[src/rtl/regfile_sb.sv]
`default_nettype none
// +--------------------------------------------------------------------------+
// | regfile_sb : 2-read/1-write register file with per-register busy bits.   |
// | The registers are self-cleared after reset. Reads bypass same-cycle      |
// | writes.                                                                  |
// | Revision   : 1.0                                                         |
// +--------------------------------------------------------------------------+
module regfile_sb #(
    parameter int DATA_W  = 32,
    parameter int ADDR_W  = 5,
    parameter int R0_ZERO = 1
) (
    input  logic              clock,
    input  logic              reset,
    input  logic              wr,
    input  logic [ADDR_W-1:0] wr_register_no,
    input  logic [DATA_W-1:0] wr_data,
    input  logic [ADDR_W-1:0] A_add,
    input  logic [ADDR_W-1:0] B_add,
    output logic [DATA_W-1:0] A,
    output logic [DATA_W-1:0] B,
    output logic              A_busy,
    output logic              B_busy,
    input  logic              claim,
    input  logic [ADDR_W-1:0] claim_no,
    output logic              ready
);

    localparam int                c_DEPTH = 2**ADDR_W;
    localparam logic [ADDR_W-1:0] c_LAST  = '1;

    typedef enum logic [0:0] {
        S_INIT = 1'b0,
        S_RUN  = 1'b1
    } state_t;

    state_t              r_state;
    state_t              w_state_nxt;
    logic [ADDR_W-1:0]   r_cnt;
    logic [ADDR_W-1:0]   w_cnt_nxt;
    logic [DATA_W-1:0]   r_regs [c_DEPTH];
    logic [c_DEPTH-1:0]  r_busy;

    logic w_run;
    logic w_wr_ok;
    logic w_claim_ok;
    logic w_a_ok;
    logic w_b_ok;
    logic w_a_wr_hit;
    logic w_b_wr_hit;
    logic w_a_cl_hit;
    logic w_b_cl_hit;

    assign w_run      = (r_state == S_RUN);
    // Address 0 is treated as unwritable and unclaimable when hardwired.
    assign w_wr_ok    = w_run && wr    && !((R0_ZERO != 0) && (wr_register_no == '0));
    assign w_claim_ok = w_run && claim && !((R0_ZERO != 0) && (claim_no == '0));
    assign w_a_ok     = w_run && !((R0_ZERO != 0) && (A_add == '0));
    assign w_b_ok     = w_run && !((R0_ZERO != 0) && (B_add == '0));

    assign w_a_wr_hit = w_wr_ok    && (wr_register_no == A_add);
    assign w_b_wr_hit = w_wr_ok    && (wr_register_no == B_add);
    assign w_a_cl_hit = w_claim_ok && (claim_no == A_add);
    assign w_b_cl_hit = w_claim_ok && (claim_no == B_add);

    always_ff @(posedge clock) begin
        if (reset) begin
            r_state <= S_INIT;
            r_cnt   <= '0;
        end else begin
            r_state <= w_state_nxt;
            r_cnt   <= w_cnt_nxt;
        end
    end

    always_comb begin
        w_state_nxt = r_state;
        w_cnt_nxt   = r_cnt;
        case (r_state)
            S_INIT: begin
                w_cnt_nxt = r_cnt + 1'b1;
                if (r_cnt == c_LAST) begin
                    w_state_nxt = S_RUN;
                end
            end
            default: begin
                w_cnt_nxt = '0;
            end
        endcase
    end

    // Storage has no reset; the INIT sweep zeroes it one entry per edge.
    always_ff @(posedge clock) begin
        if (!reset) begin
            if (r_state == S_INIT) begin
                r_regs[r_cnt] <= '0;
            end else if (w_wr_ok) begin
                r_regs[wr_register_no] <= wr_data;
            end
        end
    end

    // A claim is applied after the write-clear so a new producer wins.
    always_ff @(posedge clock) begin
        if (reset || !w_run) begin
            r_busy <= '0;
        end else begin
            if (w_wr_ok) begin
                r_busy[wr_register_no] <= 1'b0;
            end
            if (w_claim_ok) begin
                r_busy[claim_no] <= 1'b1;
            end
        end
    end

    always_comb begin
        A = '0;
        if (w_a_wr_hit) begin
            A = wr_data;
        end else if (w_a_ok) begin
            A = r_regs[A_add];
        end
    end

    always_comb begin
        B = '0;
        if (w_b_wr_hit) begin
            B = wr_data;
        end else if (w_b_ok) begin
            B = r_regs[B_add];
        end
    end

    assign A_busy = w_a_ok && r_busy[A_add] && !(w_a_wr_hit && !w_a_cl_hit);
    assign B_busy = w_b_ok && r_busy[B_add] && !(w_b_wr_hit && !w_b_cl_hit);
    assign ready  = w_run;

endmodule
`default_nettype wire

[config.mk]
export PLATFORM = sky130hd
export DESIGN_NAME = regfile_sb
export DESIGN_NICKNAME = d
export VERILOG_FILES = /design/src/rtl/regfile_sb.sv
export SDC_FILE = /design/constraint.sdc
export NUM_CORES = 1
export LEC_CHECK = 0
export CORE_ASPECT_RATIO = 0.6
export CORE_MARGIN = 2
export CORE_UTILIZATION = 25
export DETAILED_ROUTE_END_ITERATION = 10
export SLEW_MARGIN = 25
export SYNTH_ARGS = -nofsm -noshare
export SYNTH_HDL_FRONTEND = slang
export SYNTH_SLANG_ARGS = --single-unit
[constraint.sdc]
create_clock -name clock -period 4.75 [get_ports clock]
set_input_delay 0.7125 -clock clock [delete_from_list [all_inputs] [get_ports clock]]
set_output_delay 0.7125 -clock clock [all_outputs]
set_load 0.01 [all_outputs]
==> impl_metrics.prom <==
# TYPE chip_impl_metric gauge
chip_impl_info{name="worst_setup_path_end_kind",value="output pin"} 1
chip_impl_metric{name="route.detailed.vias_per_inst",unit=""} 5.64
chip_impl_info{name="most-common-layout-cells",value="sky130_fd_sc_hd__edfxtp_1, sky130_fd_sc_hd__mux4_2, sky130_fd_sc_hd__mux2i_1"} 1
chip_impl_metric{name="final.period_utilization",unit="%"} 98.2
chip_impl_metric{name="nets",unit=""} 3325
chip_impl_metric{name="power.density_cell_area",unit="nW/um^2"} 338
chip_impl_metric{name="period_needed",unit="ns"} 4.67
chip_impl_metric{name="wirelength_met1",unit="um"} 75100
chip_impl_metric{name="yosysWarningCount",unit=""} 0
chip_impl_metric{name="grt_remaining_overflow",unit=""} 0
chip_impl_metric{name="highest_clock_rate",unit="MHz"} 214
chip_impl_metric{name="routed_wl",unit="um"} 189000
chip_impl_metric{name="timing.critical_path.buf_inv",unit=""} 3
chip_impl_metric{name="io-pin-count",unit=""} 123
chip_impl_info{name="highest-signal-layer",value="met5"} 1
chip_impl_metric{name="static-leakage-power",unit="nW"} 20.6
chip_impl_info{name="critPathTopFamily",value="buffers and inverters"} 1
chip_impl_metric{name="power.switching",unit="mW"} 4.78
chip_impl_metric{name="clk_pin_slew_worst_paths",unit="ns"} 0.06
chip_impl_info{name="mostFrequentLayoutCell",value="sky130_fd_sc_hd__edfxtp_1"} 1
chip_impl_metric{name="internal-power",unit="mW"} 15.9
chip_impl_metric{name="placement_rows",unit=""} 128
chip_impl_metric{name="ys_seq_elements",unit=""} 1062
chip_impl_metric{name="share_of_the_synthesized_area_in_the_top_cell_type",unit="%"} 59.9
chip_impl_metric{name="number_of_antenna_violations_at_the_first_check_in_global_routing",unit=""} 6
chip_impl_metric{name="timing_hold_violations_final",unit=""} 0
chip_impl_metric{name="num_vias",unit=""} 34300
chip_impl_metric{name="first_pass_grt_wire_length",unit="um"} 263000
chip_impl_metric{name="slack_of_the_worst_reg_to_reg_path",unit="ns"} 1.42
chip_impl_info{name="ys_top_cells_by_area",value="sky130_fd_sc_hd__edfxtp_1, sky130_fd_sc_hd__mux4_2, sky130_fd_sc_hd__mux2i_1"} 1
chip_impl_metric{name="worstPathMaxFanout",unit=""} 25
chip_impl_metric{name="worstPathRequired",unit="ns"} 4.04
chip_impl_metric{name="power_switching_share",unit="%"} 23.1
chip_impl_metric{name="timing.clock.skew",unit="ns"} 0.0293
chip_impl_metric{name="relSlewSlack",unit="%"} 35.0
chip_impl_metric{name="vdd_drop_max",unit="mV"} 0.288
chip_impl_metric{name="routed_wire_length_per_instance",unit="um"} 31.1
chip_impl_info{name="critical_path.most_common_cell",value="sky130_fd_sc_hd__clkdlybuf4s50_1"} 1
chip_impl_metric{name="gr-usage-all-layers",unit="%"} 17.6
chip_impl_metric{name="port-buffer-count",unit=""} 122
chip_impl_metric{name="grt_start_max_net_pins",unit=""} 66
chip_impl_info{name="synth.largest_area_cell",value="sky130_fd_sc_hd__edfxtp_1"} 1
chip_impl_metric{name="gpl.final_weighted_congestion",unit=""} 0.891
chip_impl_metric{name="critPathArrivalTime",unit="ns"} 3.95
chip_impl_metric{name="portion_of_total_power_attributed_to_sequential_cells",unit="%"} 49.3
chip_impl_metric{name="grt_pass1_vias",unit=""} 32700
chip_impl_metric{name="cp_slowest_stage_delay",unit="ns"} 0.65
chip_impl_metric{name="ys_types",unit=""} 73
chip_impl_metric{name="drv.max_cap_violation_count",unit=""} 0
chip_impl_metric{name="number_of_synthesized_flops_with_an_enable_pin",unit=""} 1024
chip_impl_metric{name="syn_avg_cell_area",unit="sq um"} 16.9
chip_impl_metric{name="fp.dieArea",unit="sq um"} 209000
chip_impl_metric{name="synth.yosys.seq_area_share",unit="%"} 61.4
chip_impl_metric{name="cts_made_buffers",unit=""} 108
chip_impl_metric{name="synth_cells",unit=""} 3030
chip_impl_metric{name="final_core_utilization",unit="%"} 30.1
chip_impl_info{name="critPathSlowestCell",value="sky130_fd_sc_hd__clkdlybuf4s50_1"} 1
chip_impl_metric{name="antenna_violating_nets_post_route",unit=""} 0
chip_impl_metric{name="worst-slew-pin-transition",unit="ns"} 0.976
chip_impl_metric{name="htree_num_levels",unit=""} 3
chip_impl_metric{name="share_clk_of_total_power",unit="%"} 42.8
chip_impl_metric{name="dp.final_hpwl",unit="um"} 120000
chip_impl_info{name="critPathKind",value="input port to output pin"} 1
chip_impl_info{name="cts_root_buffer",value="sky130_fd_sc_hd__clkbuf_16"} 1
chip_impl_metric{name="clkLatencyLatePin",unit="ns"} 0.74
chip_impl_info{name="min_path_type",value="flip-flop to flip-flop"} 1
chip_impl_metric{name="share_comb_of_total_power",unit="%"} 8.0
chip_impl_metric{name="drt_first_iter_violations",unit=""} 5724
chip_impl_metric{name="layout-drive-gt1-share",unit="%"} 29.5
chip_impl_metric{name="start_util",unit="%"} 25.2
chip_impl_metric{name="core_ar",unit="sq um"} 204000
chip_impl_metric{name="synth.net_count",unit=""} 3088
chip_impl_metric{name="post-route-drc-count",unit=""} 0
chip_impl_info{name="synthFlopType",value="sky130_fd_sc_hd__edfxtp_1"} 1
chip_impl_metric{name="wl_met3",unit="um"} 26200
chip_impl_metric{name="setup_tns",unit="ns"} 0
chip_impl_info{name="path_cells",value="clkdlybuf4s50_1 -> or4_4 -> o211ai_2 -> nand3b_1 -> buf_12 -> mux2i_1 -> a31oi_1 -> clkdlybuf4s50_1"} 1
chip_impl_info{name="status",value="finished clean"} 1
chip_impl_info{name="grt_setup_unrepaired",value="false"} 1
chip_impl_metric{name="cts.path.max_buffers",unit=""} 3
chip_impl_metric{name="area_delta_synth_final",unit="%"} 19.4
chip_impl_metric{name="tritoncts_num_sinks",unit=""} 1062
chip_impl_metric{name="post_synth_instance_area",unit="sq um"} 51400
chip_impl_metric{name="route.met2.wl",unit="um"} 80600
chip_impl_metric{name="share_of_flip_flops_with_an_asynchronous_set_or_reset",unit="%"} 0
chip_impl_metric{name="slew_violations",unit=""} 0
chip_impl_metric{name="fp.dieH",unit="um"} 355
chip_impl_info{name="clock_tree_from_tritoncts",value="done"} 1
chip_impl_metric{name="die_x",unit="um"} 589
chip_impl_info{name="worstSetupStartpointType",value="input port"} 1
chip_impl_metric{name="count_of_endpoints_failing_setup_in_the_final_report",unit=""} 0
chip_impl_metric{name="drt_pass1_iterations",unit=""} 5
==> synthesized netlist by cell type (21+ instances only) <==
cell type and n:
sky130_fd_sc_hd__clkbuf_1 107, sky130_fd_sc_hd__nand2_1 82, sky130_fd_sc_hd__a311oi_1 30, sky130_fd_sc_hd__buf_6 21
sky130_fd_sc_hd__buf_4 28, sky130_fd_sc_hd__mux2i_1 222, sky130_fd_sc_hd__a31oi_1 22, sky130_fd_sc_hd__mux2_2 30
sky130_fd_sc_hd__a221oi_1 78, sky130_fd_sc_hd__o21ai_0 73, sky130_fd_sc_hd__and2_1 66, sky130_fd_sc_hd__a22oi_1 98
sky130_fd_sc_hd__nand4_1 23, sky130_fd_sc_hd__edfxtp_1 1024, sky130_fd_sc_hd__dfxtp_1 38, sky130_fd_sc_hd__a21oi_1 86
sky130_fd_sc_hd__mux4_2 416, sky130_fd_sc_hd__o211ai_1 41, sky130_fd_sc_hd__nor2_1 158, sky130_fd_sc_hd__buf_2 89
sky130_fd_sc_hd__a221o_1 35, sky130_fd_sc_hd__nand3_1 39
==> layer usage <==
| metal | global-route usage, % | up-vias |
|---|---|---|
| met5 | 0.0225 | - |
| met4 | 6.31 | 4 |
| met3 | 5.38 | 385 |
| met1 | 24.8 | 17900 |
| met2 | 25.5 | 2762 |
| li1 | - | 13300 |
==> through the flow <==
stage	instance area [sq um]	std cells	setup slack (ns)	power, mW	hold WS [ns]
5_1_grt	61300	6087	0.00627	21.2	0.511
2_1_floorplan	51400	3030	0.871	11.3	0.441
3_5_place_dp	57700	5887	0.0457	12.0	0.468
6_report	61300	6089	0.0833	20.7	0.483
4_1_cts	61300	6087	0.0357	20.7	0.477
3_3_place_gp	57700	5886	0.0688	12.0	0.462
==> path summary, 6_finish.rpt <==
kind | startpoint | end | cells past startpoint
worst max-delay path | wr_register_no[2] | B[31] | 8
worst min-delay path | r_busy[7] | r_busy[7] | 2
worst max register to register | ready | r_regs[22][27] | 7
worst min register to register | r_busy[7] | r_busy[7] | 2
==> cell type report <==
type	instances	area, sq um
antenna	2	5.00
clock buffer	137	2840
clock inverter	63	746
fill	19800	142000
inverter	12	45.0
multi-input combinational	1692	18800
sequential	1062	31500
tap	2730	3420
timing repair buffer	391	3980
==> kinds of logic (layout without fill, tap and decap cells) <==
group / Yosys count / count (layout) / synth area share, %
flip-flops: 1062 / 1062 / 61.4
multiplexers: 668 / 668 / 23.2
AO/OA/AOI/OAI: 557 / 557 / 7.95
AND/OR/NAND/NOR: 443 / 443 / 4.22
buffers and inverters: 276 / 603 / 2.82
XOR/XNOR: 22 / 22 / 0.375
adder cells (fa/ha/maj): 2 / 2 / 0.0487
other: 0 / 2 / 0
==> state kept, by name (all words and copies together), names as in the netlist <==
register / flops
r_busy: 32
r_regs: 1024
ready: 1
r_cnt: 5
==> worst reg2reg max path, stage by stage (launching register included) <==
cell and delay [ns]:
sky130_fd_sc_hd__dfxtp_2 0.46, sky130_fd_sc_hd__nor2b_1 0.16, sky130_fd_sc_hd__buf_4 0.20, sky130_fd_sc_hd__o211a_2 0.36, sky130_fd_sc_hd__mux2i_1 0.51, sky130_fd_sc_hd__nand2_1 0.47
sky130_fd_sc_hd__nor2_4 0.21, sky130_fd_sc_hd__buf_4 0.53
==> power by group through the flow <==
stage | clock (mW) | combinational [mW] | sequential (mW)
global route | 9.30 | 1.69 | 10.2
global placement | 0 | 1.62 | 10.4
CTS | 8.93 | 1.62 | 10.2
floorplan | 0 | 0.937 | 10.4
detailed placement | 0 | 1.61 | 10.4
finish | 8.85 | 1.65 | 10.2
==> repair_timing <==
action / CTS / global route
setup endpoints to repair: 0 / 1
hold buffers: 0 / 0
setup buffers: 0 / 0
gates resized for setup: 0 / 1
endpoints found under the hold margin: 0 / 0
Power figures use the tool's default switching activity.
